## src/rtl/ascon_ctrl_fsm.sv

```systemverilog
// Control sequencer for the ASCON-128a permutation/XOR datapath.
// It runs init, one AD block, NB_PT_BLOCKS plaintext blocks and finalisation, one round per clock.
module ascon_ctrl_fsm #(
  parameter int NB_PT_BLOCKS = 4
) (
  input  logic       clock_i,
  input  logic       reset_i,
  input  logic       start_i,
  input  logic       data_valid_i,
  output logic       data_ready_o,
  output logic [3:0] round_o,
  output logic       enable_o,
  output logic       sel_mux_o,
  output logic       ena_xor_up_o,
  output logic       ena_xor_down_o,
  output logic [1:0] sel_xor_down_o,
  output logic       ena_cipher_o,
  output logic       ena_tag_o,
  output logic [3:0] block_idx_o,
  output logic       busy_o,
  output logic       done_o
);

  typedef enum logic [3:0] {
    S_IDLE,
    S_INIT,
    S_WAIT_AD,
    S_AD,
    S_WAIT_PT,
    S_PT,
    S_WAIT_FIN,
    S_FIN,
    S_TAG,
    S_DONE
  } state_t;

  localparam logic [3:0] LAST_ROUND  = 4'd11;
  localparam logic [3:0] FIRST_INIT  = 4'd1;
  localparam logic [3:0] FIRST_BLOCK = 4'd5;
  localparam logic [3:0] XFER_ROUND  = 4'd4;
  localparam logic [3:0] LAST_BLK    = 4'(NB_PT_BLOCKS - 1);
  // Only meaningful when there are at least two plaintext blocks.
  localparam logic [3:0] PEN_BLK     = 4'(NB_PT_BLOCKS - 2);
  localparam bit         MULTI_BLK   = (NB_PT_BLOCKS > 1);

  state_t     state;
  logic [3:0] rnd_cnt;
  logic [3:0] blk_cnt;
  logic [3:0] blk_next;
  logic       last_round;

  assign blk_next   = blk_cnt + 4'd1;
  assign last_round = (rnd_cnt == LAST_ROUND);

  always_ff @(posedge clock_i) begin
    if (reset_i) begin
      state   <= S_IDLE;
      rnd_cnt <= 4'd0;
      blk_cnt <= 4'd0;
    end else begin
      case (state)
        S_IDLE: begin
          if (start_i) begin
            state   <= S_INIT;
            rnd_cnt <= FIRST_INIT;
          end
        end
        S_INIT: begin
          if (last_round) state <= S_WAIT_AD;
          else            rnd_cnt <= rnd_cnt + 4'd1;
        end
        S_WAIT_AD: begin
          if (data_valid_i) begin
            state   <= S_AD;
            rnd_cnt <= FIRST_BLOCK;
          end
        end
        S_AD: begin
          if (last_round) state <= MULTI_BLK ? S_WAIT_PT : S_WAIT_FIN;
          else            rnd_cnt <= rnd_cnt + 4'd1;
        end
        S_WAIT_PT: begin
          if (data_valid_i) begin
            state   <= S_PT;
            rnd_cnt <= FIRST_BLOCK;
          end
        end
        S_PT: begin
          if (last_round) begin
            blk_cnt <= blk_next;
            state   <= (blk_next == LAST_BLK) ? S_WAIT_FIN : S_WAIT_PT;
          end else begin
            rnd_cnt <= rnd_cnt + 4'd1;
          end
        end
        S_WAIT_FIN: begin
          if (data_valid_i) begin
            state   <= S_FIN;
            rnd_cnt <= FIRST_INIT;
          end
        end
        S_FIN: begin
          if (last_round) state <= S_TAG;
          else            rnd_cnt <= rnd_cnt + 4'd1;
        end
        S_TAG: state <= S_DONE;
        S_DONE: begin
          state   <= S_IDLE;
          blk_cnt <= 4'd0;
        end
        default: begin
          state   <= S_IDLE;
          rnd_cnt <= 4'd0;
          blk_cnt <= 4'd0;
        end
      endcase
    end
  end

  // Datapath controls are decoded combinationally so a handshake feeds the block in its transfer cycle.
  always_comb begin
    data_ready_o   = 1'b0;
    round_o        = 4'd0;
    enable_o       = 1'b0;
    sel_mux_o      = (state != S_IDLE);
    ena_xor_up_o   = 1'b0;
    ena_xor_down_o = 1'b0;
    sel_xor_down_o = 2'b00;
    ena_cipher_o   = 1'b0;
    ena_tag_o      = 1'b0;
    block_idx_o    = blk_cnt;
    busy_o         = (state != S_IDLE);
    done_o         = 1'b0;
    case (state)
      S_IDLE: begin
        if (start_i) begin
          enable_o = 1'b1;
          busy_o   = 1'b1;
        end
      end
      S_INIT, S_FIN: begin
        round_o  = rnd_cnt;
        enable_o = 1'b1;
        if (last_round) begin
          ena_xor_down_o = 1'b1;
          sel_xor_down_o = 2'b00;
        end
      end
      S_WAIT_AD: begin
        data_ready_o = 1'b1;
        if (data_valid_i) begin
          round_o      = XFER_ROUND;
          ena_xor_up_o = 1'b1;
          enable_o     = 1'b1;
        end
      end
      S_AD: begin
        round_o  = rnd_cnt;
        enable_o = 1'b1;
        if (last_round) begin
          ena_xor_down_o = 1'b1;
          sel_xor_down_o = MULTI_BLK ? 2'b01 : 2'b11;
        end
      end
      S_WAIT_PT: begin
        data_ready_o = 1'b1;
        if (data_valid_i) begin
          round_o      = XFER_ROUND;
          ena_xor_up_o = 1'b1;
          ena_cipher_o = 1'b1;
          enable_o     = 1'b1;
        end
      end
      S_PT: begin
        round_o  = rnd_cnt;
        enable_o = 1'b1;
        if (last_round && MULTI_BLK && (blk_cnt == PEN_BLK)) begin
          ena_xor_down_o = 1'b1;
          sel_xor_down_o = 2'b10;
        end
      end
      S_WAIT_FIN: begin
        data_ready_o = 1'b1;
        if (data_valid_i) begin
          ena_xor_up_o = 1'b1;
          ena_cipher_o = 1'b1;
          enable_o     = 1'b1;
        end
      end
      S_TAG:  ena_tag_o = 1'b1;
      S_DONE: done_o    = 1'b1;
      default: begin
        sel_mux_o = 1'b0;
        busy_o    = 1'b0;
      end
    endcase
  end

endmodule

```

## config.mk

```make
export PLATFORM = sky130hd
export DESIGN_NAME = ascon_ctrl_fsm
export DESIGN_NICKNAME = d
export VERILOG_FILES = /design/src/rtl/ascon_ctrl_fsm.sv
export SDC_FILE = /design/constraint.sdc
export NUM_CORES = 1
export LEC_CHECK = 0
export ABC_CLOCK_PERIOD_IN_PS = 1850
export BUFFER_PORTS_ARGS = -buffer_cell sky130_fd_sc_hd__buf_2
export CORE_UTILIZATION = 51
export CTS_BUF_LIST = sky130_fd_sc_hd__clkbuf_4 sky130_fd_sc_hd__clkbuf_8 sky130_fd_sc_hd__clkbuf_16
export CTS_CLUSTER_DIAMETER = 50
export DETAILED_ROUTE_END_ITERATION = 10
export PLACE_DENSITY = 0.78
export SYNTH_ARGS = -nofsm -noshare
export SYNTH_HDL_FRONTEND = slang
export SYNTH_SLANG_ARGS = --single-unit
export TNS_END_PERCENT = 1
```

## constraint.sdc

```tcl
create_clock -name clock_i -period 1.85 [get_ports clock_i]
set_input_delay 0.2775 -clock clock_i [delete_from_list [all_inputs] [get_ports clock_i]]
set_output_delay 0.2775 -clock clock_i [all_outputs]
set_load 0.02 [all_outputs]
```

Word level (Yosys, flattened, before mapping)
Cells that the tools add are included.
{ "word_totals": {"out_inout_bits": 19, "word_cells": 78, "input_bits": 4, "regBits": 12} }
{ "classes": {"reduce_logical": 15, "eq_ne": 22, "bitwise_logic": 2, "mux": 34, "n_addsub": 2} }
{ "ops": {"columns": ["operator", "count"], "rows": [
  ["4-bit 2-to-1 mux", 11],
  ["4-bit one-hot mux with 9 select lines", 1],
  ["4-bit one-hot mux with 5 select lines", 1],
  ["2-bit != test (second input constant)", 9],
  ["4-bit by 2-bit == test with 1-bit output (second input constant)", 4],
  ["4-bit by 3-bit == test with 1-bit output (second input constant)", 4],
  ["4-bit one-hot mux with 2 select lines", 2],
  ["4-bit == test (second input constant)", 3],
  ["1-bit 2-to-1 mux", 12],
  ["10-bit OR reduction", 1],
  ["9-bit OR reduction", 1],
  ["4-bit by 1-bit adder with 4-bit output (second input constant)", 2],
  ["8-bit AND reduction", 1],
  ["8-bit OR reduction", 1],
  ["2-bit OR reduction", 3],
  ["3-bit OR reduction", 2],
  ["5-bit AND reduction", 1],
  ["4-bit by 1-bit == test with 1-bit output (second input constant)", 1],
  ["4-bit logical NOT", 1],
  ["2-bit 2-to-1 mux", 2],
  ["1-bit one-hot mux with 2 select lines", 2],
  ["2-bit one-hot mux with 2 select lines", 1],
  ["4-bit nonzero test", 1],
  ["4-bit OR reduction", 1],
  ["6 further kinds", 7]
]} }

Longest topological paths before layout
Gate-level depths: netlist of the first run.
{ "depth": {"ltp_word": 5, "depth_mapped": 6, "ltp_nobuf": 6} }

Worst setup path after synthesis of the first run
No wires, ideal clock.
{ "synth_path": {"path_kind": "register to output", "startpoint": "reg blk_cnt[1], in the netlist block_idx_o[1]", "endpoint": "out sel_xor_down_o[1]", "slack_ns": 0.038, "stages_incl_launch_ff": 5, "t_arrival_ns": 1.535, "t_required_ns": 1.572, "path_cell_list": "dfxtp_1 > ha_1 > inv_1 > or3_1 > nor3_1"} }
{ "synth_between": {"elab_chain_len": 4} }
{ "synth_lines": {"columns": ["item", "line", "text"], "rows": [
  ["start: declaration", "48", "logic [3:0] blk_cnt;"],
  ["start signal: assignment", "90", "blk_cnt <= blk_next;"],
  ["4-bit by 2-bit == test with 1-bit output", "177", "if (last_round && MULTI_BLK && (blk_cnt == PEN_BLK)) begin"],
  ["1-bit logical AND", "177", null],
  ["2-bit 2-to-1 mux", "177", null],
  ["2-bit one-hot mux with 2 select lines", "134", "case (state)"],
  ["end: declaration", "16", "output logic [1:0] sel_xor_down_o,"]
]} }
Every way passes these cells.

Worst setup path in the final report of the first run
{ "layout_path": {"startpoint": "reg blk_cnt[0], in the netlist block_idx_o[0]", "endpoint": "out sel_xor_down_o[1]"} }
The elaborated chain is that of the path after synthesis.

==> results.sh, run 1 <==
export IMPL_hp_start="reset_i"
export IMPL_synth_top_area_cell="dfxtp_1"
export IMPL_worstHoldPathCells=2
export IMPL_fin_crit_ns=1.85
export IMPL_area_delta_synth_final_pct=23.5
export IMPL_core_area_um2=1540
export IMPL_drive_above_1_share_pct=37.1
export IMPL_syn_area_um2=870
export IMPL_cts_buffers=3
export IMPL_skew_ns=0.00670
export IMPL_die_h_um=43.3
export IMPL_synthMuxAreaShare_pct=3.45
export IMPL_cts_tree="built"
export IMPL_synth_commonest_cells="dfxtp_1, nand2_1, a21oi_1"
export IMPL_crit_path_max_incr_delay_ns=0.37
export IMPL_post_synth_xor_area_fraction_pct=6.04
export IMPL_io_buffers=22
export IMPL_antenna_found_initial=0
export IMPL_pwr_share_comb_pct=14.7
export IMPL_status="finished, final reports clean"
export IMPL_cts_max_level=1
export IMPL_startpoint="block_idx_o[0]$_SDFFE_PP0P_"
export IMPL_routed_wl_met2_um=996
export IMPL_grt_ovfl_total=0
export IMPL_num_rows=14
export IMPL_p_per_area_nw_per_um2=534
export IMPL_yosysTopAreaCellShare_pct=27.6
export IMPL_hold_violations=0
export IMPL_synth_edf_count=0
export IMPL_finalNetCount=140
export IMPL_die_width_um=43.3
export IMPL_path_buf_inv=3
export IMPL_end_kind="output port"
export IMPL_grt_pass1_wl_mm=3.17
export IMPL_synth_top_family_by_area="simple AND/OR/NAND/NOR gates"
export IMPL_critPathMaxFanout=7
export IMPL_setup_viol=0
export IMPL_post_cts_buffers=0
export IMPL_critical_path_slowest_cell="dfxtp_4"
export IMPL_p_sw_share_pct=26.7
export IMPL_wl_met1_um=863
export IMPL_io_pins=23
export IMPL_drtPass1Iterations=4
export IMPL_drv_slew=0
export IMPL_tightest_slew_ns=0.336
export IMPL_clock_sinks=12
export IMPL_ant_nets=0
export IMPL_clock_path_buffers=2
export IMPL_dpl_instance_area_um2=986
export IMPL_avgSynthCellArea_um2=8.05
export IMPL_synth_cells=108
export IMPL_start_util_pct=56.4
export IMPL_place_congestion=0.859
export IMPL_top_layer_used="met4"
export IMPL_final_util_pct=69.6
export IMPL_post_route_period_util_pct=99.8
export IMPL_grt_util_all_layers_pct=22.3
export IMPL_yosysWarnings=0
export IMPL_ff2ff_path_depth=5
export IMPL_p_seq_share_pct=47.7
export IMPL_cp_start_kind="flip-flop"
export IMPL_wl_per_cell_um=13.9
export IMPL_drt_initial_drc_count=38
export IMPL_synth_compound_area_share_pct=21.4
export IMPL_grt_max_degree=14
export IMPL_ys_seq_area_share_pct=27.6
export IMPL_diodes=0
export IMPL_final_area_um2=1070
export IMPL_p_switching_w=0.000153
export IMPL_cp_top_family="simple AND/OR/NAND/NOR gates"
export IMPL_wl_met3_um=144
export IMPL_path_class="flip-flop to output port"
export IMPL_crit_arrival_ns=1.57
export IMPL_path_depth=6
export IMPL_synth_simple_area_share_pct=31.2
export IMPL_synth_main_ff_cell="dfxtp_1"
export IMPL_p_int_w=0.000420
export IMPL_max_cap_viol_count=0
export IMPL_rrSetupSlack_ns=0.23
export IMPL_slew_headroom_pct=77.6
export IMPL_hp_class="input port to flip-flop"
export IMPL_place_hpwl_mm=1.43
export IMPL_die_area_um2=1870
export IMPL_path_cells="inv_2 > ha_4 > inv_2 > or3_4 > nor3_2 > buf_4"
export IMPL_nFillCells=131
export IMPL_synth_fa_ha_area_share_pct=4.32
export IMPL_grt_pass1_vias=735
export IMPL_cts_clk_slew_worst_paths_ns=0.08
export IMPL_path_common_cell="inv_2"
export IMPL_p_clk_share_pct=37.6
export IMPL_drc=0
export IMPL_reg2reg_from="rnd_cnt[0]$_SDFFE_PP0P_"
export IMPL_vias=873
export IMPL_hold_buffers=0
export IMPL_root_buffer="clkbuf_4"
export IMPL_drt_vias_per_instance=5.90
export IMPL_ys_async_sr_fraction_pct=0
export IMPL_fmax_mhz=542
export IMPL_clkLatencyLatePin_ns=0.29
export IMPL_syn_nets=115
export IMPL_synth_ff_latch_count=12
export IMPL_wirelength_mm=2.05
export IMPL_synthMostInstantiatedCell="dfxtp_1"
export IMPL_synthTopCellsByArea="dfxtp_1, nand2_1, ha_1"
export IMPL_worst_ep_required_time_ns=1.57
export IMPL_synth_distinct_cells=41
export IMPL_ir_drop_uv=466
export IMPL_leakage_nw=0.481
## cell families after synthesis
logic type / count (synthesis)
compound gates: 26
xor+xnor: 6
mux: 3
buf+inv: 9
flops: 12
simple gates: 49
fa+ha+maj: 3
## registers in the layout, summed over array words and instances, names as in the netlist
name         count
state            4
block_idx_o      4
rnd_cnt          4
## power groups by stage
stage / combinational (W) / sequential [W] / clock [W]
6_report: 0.0000841 / 0.000274 / 0.000216
5_1_grt: 0.0000912 / 0.000276 / 0.000233
2_1_floorplan: 0.0000610 / 0.000277 / 0
3_5_place_dp: 0.0000822 / 0.000280 / 0
3_3_place_gp: 0.0000814 / 0.000280 / 0
4_1_cts: 0.0000834 / 0.000275 / 0.000220
## cells in the final DEF (no fill, tap or decap), types with 2 or more instances in the layout
| cell type | netlist | final |
|---|---|---|
| buf_4 | 2 | 5 |
| inv_2 | 0 | 2 |
| clkbuf_4 | 0 | 3 |
| o21ai_1 | 2 | 2 |
| nor2_1 | 6 | 5 |
| inv_1 | 4 | 2 |
| and2_1 | 4 | 4 |
| mux2i_1 | 3 | 3 |
| o21ai_0 | 4 | 4 |
| xor2_1 | 4 | 4 |
| and3_1 | 3 | 3 |
| nand2_1 | 11 | 10 |
| dfxtp_4 | 0 | 2 |
| a32oi_1 | 2 | 2 |
| nand3_1 | 4 | 4 |
| dfxtp_1 | 12 | 7 |
| a21oi_1 | 7 | 6 |
| buf_2 | 2 | 20 |
| xnor2_1 | 2 | 2 |
| dfxtp_2 | 0 | 3 |
| nand2b_1 | 4 | 4 |
| nor3_1 | 5 | 4 |
| a41oi_1 | 2 | 2 |
## path summary, 6_finish.rpt
check	endpoint
setup reg to reg	rnd_cnt[1]$_SDFFE_PP0P_
hold reg to reg	rnd_cnt[1]$_SDFFE_PP0P_
setup / recovery	sel_xor_down_o[1]
hold / removal	state[0]$_SDFFE_PP0P_
## metrics by stage
step           cells  setup TNS (ns)  hold slack (ns)  power (W)  worst slack (ns)
2_1_floorplan    108               0            0.474   0.000338            0.0376
5_1_grt          148         -0.0759            0.318   0.000600           -0.0400
6_report         148               0            0.317   0.000574           0.00388
3_5_place_dp     144               0            0.510   0.000362             0.239
3_3_place_gp     144               0            0.491   0.000361             0.296
4_1_cts          148         -0.0116            0.312   0.000578           -0.0116
## timing repair
item / 4_1_cts / 5_1_grt
pin swaps: 0 / 1
gates resized for setup: 4 / 16
cloned: 0 / 0
setup endpoints to repair: 2 / 8
## layer usage
metal  up-vias  global-route usage, %
met5         -                      0
li1        433                      -
met4         0                   7.27
met3         7                   5.11
met2        34                   35.5
met1       399                   29.6
## worst reg2reg max path: stages (launching register included)
cell and delay (ns):
dfxtp_4 0.36, ha_2 0.20, and3b_2 0.24, and2_0 0.22
a211oi_4 0.32, mux2i_1 0.21
## final cells by class
class | instances | area, µm² | share of cell area [%]
inverter | 4 | 15.0 | 1.40
timing repair buffer | 25 | 138 | 12.8
sequential | 12 | 251 | 23.4
clock buffer | 4 | 36.3 | 3.38
multi-input combinational | 87 | 613 | 57.1
tap | 16 | 20.0 | 1.86
No activity file was read; power rests on OpenSTA's default activity.
==> run 2, diff against run 1 <==
Settings changed: ABC_CLOCK_PERIOD_IN_PS 1850 to 1710.
Clock period 1.85 ns to 1.71 ns, I/O delays scaled along.
==> run 2 against run 1 <==
Against the previous run:
- combinational power is 11% higher
- global-route usage is 2.5 points higher
- sequential share of layout area is 0.42 points higher
- non-clock buffer count is 1 higher
- critical path depth stayed put
- flip-flop and latch count stayed put
- cell count stayed put
- largest power group unchanged
- hold slack worse by 0.020 ns
- cell area is 3.1% higher
- register-to-register slack worse by 0.15 ns
- total power is 0.65% lower
- via count is 4.1% lower
==> results.sh, run 2 (synthesis results as in run 1) <==
export IMPL_drt_vias_per_instance=5.66
export IMPL_core_area_um2=1540
export IMPL_leakage_nw=0.495
export IMPL_finalNetCount=141
export IMPL_crit_path_max_incr_delay_ns=0.36
export IMPL_cts_max_level=1
export IMPL_rsz0062_at_grt="yes"
export IMPL_crit_arrival_ns=1.45
export IMPL_wl_per_cell_um=13.6
export IMPL_hold_buffers=0
export IMPL_critPathMaxFanout=2
export IMPL_antenna_found_initial=0
export IMPL_status="finished, final reports clean"
export IMPL_die_width_um=43.3
export IMPL_critical_path_slowest_cell="dfxtp_4"
export IMPL_grt_util_all_layers_pct=24.8
export IMPL_drc=0
export IMPL_fmax_mhz=585
export IMPL_setup_viol=0
export IMPL_path_class="flip-flop to output port"
export IMPL_worst_ep_required_time_ns=1.45
export IMPL_area_delta_synth_final_pct=27.3
export IMPL_grt_ovfl_total=0
export IMPL_grt_pass1_wl_mm=3.39
export IMPL_final_area_um2=1110
export IMPL_place_congestion=0.821
export IMPL_final_common_cell="buf_2"
export IMPL_start_util_pct=56.4
export IMPL_die_area_um2=1870
export IMPL_end_kind="output port"
export IMPL_hp_class="input port to flip-flop"
export IMPL_die_h_um=43.3
export IMPL_fin_crit_ns=1.71
export IMPL_vias=837
export IMPL_drive_above_1_share_pct=38.6
export IMPL_grt_max_degree=14
export IMPL_grt_pass1_vias=733
export IMPL_max_cap_viol_count=0
export IMPL_clock_path_buffers=2
export IMPL_root_buffer="clkbuf_4"
export IMPL_drtPass1Iterations=4
export IMPL_skew_ns=0.00213
export IMPL_place_hpwl_mm=1.43
export IMPL_cts_tree="built"
export IMPL_dpl_instance_area_um2=991
export IMPL_hold_violations=0
export IMPL_clock_sinks=12
export IMPL_wirelength_mm=2.01
export IMPL_io_pins=23
export IMPL_cp_start_kind="flip-flop"
export IMPL_post_route_period_util_pct=99.9
export IMPL_path_buf_inv=3
export IMPL_fin_hold_ws_ns=0.298
export IMPL_drt_initial_drc_count=17
export IMPL_diodes=0
export IMPL_tightest_slew_ns=0.355
export IMPL_cts_clk_slew_worst_paths_ns=0.08
export IMPL_slew_headroom_pct=76.2
export IMPL_cts_buffers=3
export IMPL_path_cells="inv_4 > ha_4 > inv_2 > or3_4 > nor3_2 > buf_4"
export IMPL_final_util_pct=71.8
export IMPL_layout_common_cells="buf_2, nand2_1, buf_4"
export IMPL_num_rows=14
export IMPL_p_per_area_nw_per_um2=515
export IMPL_drv_slew=0
export IMPL_nFillCells=136
export IMPL_ir_drop_uv=386
export IMPL_cp_top_family="simple AND/OR/NAND/NOR gates"
export IMPL_clkLatencyLatePin_ns=0.28
export IMPL_ant_nets=0
export IMPL_power_w=0.000570
export IMPL_io_buffers=22
==> run 2: changes by cell type in the layout (fill, tap and decap cells not counted), moves of 2 or more <==
cell and delta:
buf_2 -3, dfxtp_4 +4, dfxtp_1 -2, dfxtp_2 -2
buf_4 +4
==> run 2: what timing repair did <==
item                       4_1_cts  5_1_grt
setup endpoints to repair        8        8
pin swaps                        1        0
buffers inserted                 1        0
gates resized for setup         20       11
==> run 2: worst reg2reg max path, stage by stage, from the launching register on <==
cell and delay [ns]:
dfxtp_4 0.37, ha_4 0.16, and3b_2 0.24, and2_0 0.23, a211oi_4 0.34, mux2i_1 0.22
==> run 2: area by class of cell <==
| cell class | instances | area [µm²] | share of cell area, % |
|---|---|---|---|
| Timing Repair Buffer | 26 | 153 | 13.8 |
| Sequential cell | 12 | 264 | 23.8 |
| Tap cell | 16 | 20.0 | 1.81 |
| Multi-Input combinational cell | 87 | 631 | 56.9 |
| Inverter | 4 | 17.5 | 1.58 |
| Clock buffer | 3 | 22.5 | 2.03 |
==> run 2: metrics by stage <==
stage	TNS, ns	worst slack (ns)	std cells
2_1_floorplan	-0.0124	-0.0124	108
4_1_cts	-0.0117	-0.0117	148
3_3_place_gp	0	0.137	144
5_1_grt	-0.117	-0.0519	148
6_report	0	0.00119	148
3_5_place_dp	0	0.0918	144
==> run 2: per-layer routing <==
metal	GRT usage, %	share of wire (%)	up-vias
li1	-	-	438
met1	33.9	48	374
met2	35.2	46	21
met3	5.11	3.8	4
met4	15.2	2.3	0
met5	0	0	-
==> run 2: worst paths after layout <==
check / start / end / slack [ns] / cells past startpoint
max: block_idx_o[0]$_SDFFE_PP0P_ / sel_xor_down_o[1] / 0.001 / 6
min: reset_i / state[0]$_SDFFE_PP0P_ / 0.30 / 2
max reg2reg: rnd_cnt[0]$_SDFFE_PP0P_ / rnd_cnt[1]$_SDFFE_PP0P_ / 0.08 / 5
min reg2reg: state[3]$_SDFFE_PP0P_ / state[2]$_SDFFE_PP0P_ / 0.51 / 1
==> run 2: report_power, final <==
part           leakage (nW)  internal, W  switching [W]  total [W]
logic                 0.380    0.0000420      0.0000513  0.0000934
registers             0.102     0.000280      0.0000133   0.000294
clock network        0.0138    0.0000818       0.000101   0.000183
total                 0.495     0.000404       0.000166   0.000570
==> run 3, diff against run 2 <==
Settings changed: PLACE_DENSITY 0.78 to unset, PLACE_DENSITY_LB_ADDON set to 0.3, REMOVE_ABC_BUFFERS set to 1.
==> run 3 against run 2 <==
Against the previous run:
- cell area rose by 2.6%
- combinational power rose by 4.4%
- worst setup slack barely moved
- critical path depth did not move
- via count rose by 7.3%
==> results.sh, run 3 (synthesis results as in run 1) <==
export IMPL_num_rows=14
export IMPL_cts_buffers=3
export IMPL_setup_viol=0
export IMPL_reg2reg_from="rnd_cnt[0]$_SDFFE_PP0P_"
export IMPL_final_util_pct=73.7
export IMPL_hp_start="reset_i"
export IMPL_wirelength_mm=2.04
export IMPL_die_h_um=43.3
export IMPL_cp_top_family="flip-flops"
export IMPL_tightest_slew_ns=0.419
export IMPL_path_common_cell="inv_2"
export IMPL_place_congestion=0.841
export IMPL_fin_crit_ns=1.71
export IMPL_worst_ep_required_time_ns=1.45
export IMPL_layout_common_cells="buf_2, buf_4, nand2_1"
export IMPL_ir_drop_uv=573
export IMPL_grt_util_all_layers_pct=23.4
export IMPL_cts_max_level=1
export IMPL_drive_above_1_share_pct=41.2
export IMPL_r2r_end="rnd_cnt[0]$_SDFFE_PP0P_"
export IMPL_p_per_area_nw_per_um2=542
export IMPL_core_area_um2=1540
export IMPL_path_cells="inv_2 > ha_4 > inv_2 > or3_4 > a21oi_2 > buf_4"
export IMPL_rsz0062_at_grt="yes"
export IMPL_io_buffers=22
export IMPL_ant_nets=0
export IMPL_critical_path_slowest_cell="dfxtp_4"
export IMPL_path_class="flip-flop to output port"
export IMPL_post_route_period_util_pct=99.9
export IMPL_cts_tree="built"
export IMPL_cts_clk_slew_worst_paths_ns=0.07
export IMPL_cp_start_kind="flip-flop"
export IMPL_rrSetupSlack_ns=0.09
export IMPL_io_pins=23
export IMPL_clock_path_buffers=2
export IMPL_die_area_um2=1870
export IMPL_wl_per_cell_um=13.4
export IMPL_clkLatencyLatePin_ns=0.27
export IMPL_clock_sinks=12
export IMPL_drt_initial_drc_count=23
export IMPL_setup_tns_final_ns=0
export IMPL_skew_ns=0.00230
export IMPL_hold_buffers=0
export IMPL_fmax_mhz=585
export IMPL_hp_class="input port to flip-flop"
export IMPL_grt_max_degree=14
export IMPL_finalNetCount=144
export IMPL_grt_pass1_wl_mm=3.39
export IMPL_final_common_cell="buf_2"
export IMPL_grt_pass1_vias=778
export IMPL_ff2ff_path_depth=5
export IMPL_slew_headroom_pct=72.0
export IMPL_leakage_nw=0.517
export IMPL_drt_vias_per_instance=5.91
export IMPL_drtPass1Iterations=4
export IMPL_place_hpwl_mm=1.49
export IMPL_worstHoldPathCells=2
export IMPL_vias=898
export IMPL_hold_violations=0
export IMPL_area_delta_synth_final_pct=30.6
export IMPL_diodes=0
export IMPL_die_width_um=43.3
export IMPL_max_cap_viol_count=0
export IMPL_crit_path_max_incr_delay_ns=0.35
export IMPL_holdPathEnd="state[0]$_SDFFE_PP0P_"
export IMPL_critPathMaxFanout=2
export IMPL_path_buf_inv=3
export IMPL_start_util_pct=56.4
export IMPL_drc=0
export IMPL_drv_slew=0
export IMPL_root_buffer="clkbuf_4"
export IMPL_grt_ovfl_total=0
export IMPL_status="finished, final reports clean"
export IMPL_antenna_found_initial=0
export IMPL_crit_arrival_ns=1.45
export IMPL_end_kind="output port"
## run 3: routing by layer
layer,GRT usage [%],part of all wire [%],vias up,wire length [µm]
li1,-,-,449,-
met1,29.6,44,415,892
met2,38.5,49,28,1010
met3,7.23,5.1,6,104
met4,5.45,1.5,0,31
met5,0,0,-,0
## run 3: how the worst max path moves through the flow
| stage | to | slack (ns) | cells after the start | start |
|---|---|---|---|---|
| after CTS | ena_xor_down_o | -0.05 | 6 | block_idx_o[0]$_SDFFE_PP0P_ |
| after global routing | ena_xor_down_o | -0.08 | 6 | block_idx_o[0]$_SDFFE_PP0P_ |
| after detailed placement | rnd_cnt[0]$_SDFFE_PP0P_ | 0.07 | 5 | rnd_cnt[0]$_SDFFE_PP0P_ |
| final | ena_xor_down_o | 0.002 | 6 | block_idx_o[0]$_SDFFE_PP0P_ |
| after floorplan | sel_xor_down_o[1] | -0.08 | 4 | block_idx_o[1]$_SDFFE_PP0P_ |
| after global placement | rnd_cnt[1]$_SDFFE_PP0P_ | 0.15 | 5 | rnd_cnt[0]$_SDFFE_PP0P_ |
## run 3: worst reg2reg max path, cell delays in order (launching register included)
cell	delay, ns
dfxtp_4	0.37
ha_4	0.17
and3b_2	0.24
and2_0	0.23
a211oi_4	0.33
mux2i_1	0.21
## run 3: timing repair
item	in CTS	in global routing
gates resized for setup	21	9
endpoints found under the setup margin	8	10
pin swaps	3	2
cloned	0	0
buffers inserted	3	0
## run 3: layout make-up
| type | instances | area, µm² |
|---|---|---|
| Clock buffer | 4 | 36.3 |
| Inverter | 4 | 15.0 |
| Timing Repair Buffer | 29 | 173 |
| Fill cell | 111 | 405 |
| Sequential cell | 12 | 260 |
| Tap cell | 16 | 20.0 |
| Multi-Input combinational cell | 87 | 632 |
## run 3: stage by stage
stage	worst slack, ns	area (µm²)	std cells	hold WS, ns	total power (W)
3_3_place_gp	0.149	993	145	0.493	0.000389
6_report	0.00165	1140	152	0.294	0.000616
5_1_grt	-0.0824	1140	152	0.295	0.000646
2_1_floorplan	-0.0814	833	103	0.326	0.000360
3_5_place_dp	0.0672	993	145	0.510	0.000394
4_1_cts	-0.0463	1110	152	0.289	0.000623
## run 3: power by group
part,internal (W),switching [W],total [W]
registers,0.000282,0.0000133,0.000295
clock network,0.000130,0.0000944,0.000224
logic,0.0000440,0.0000535,0.0000975
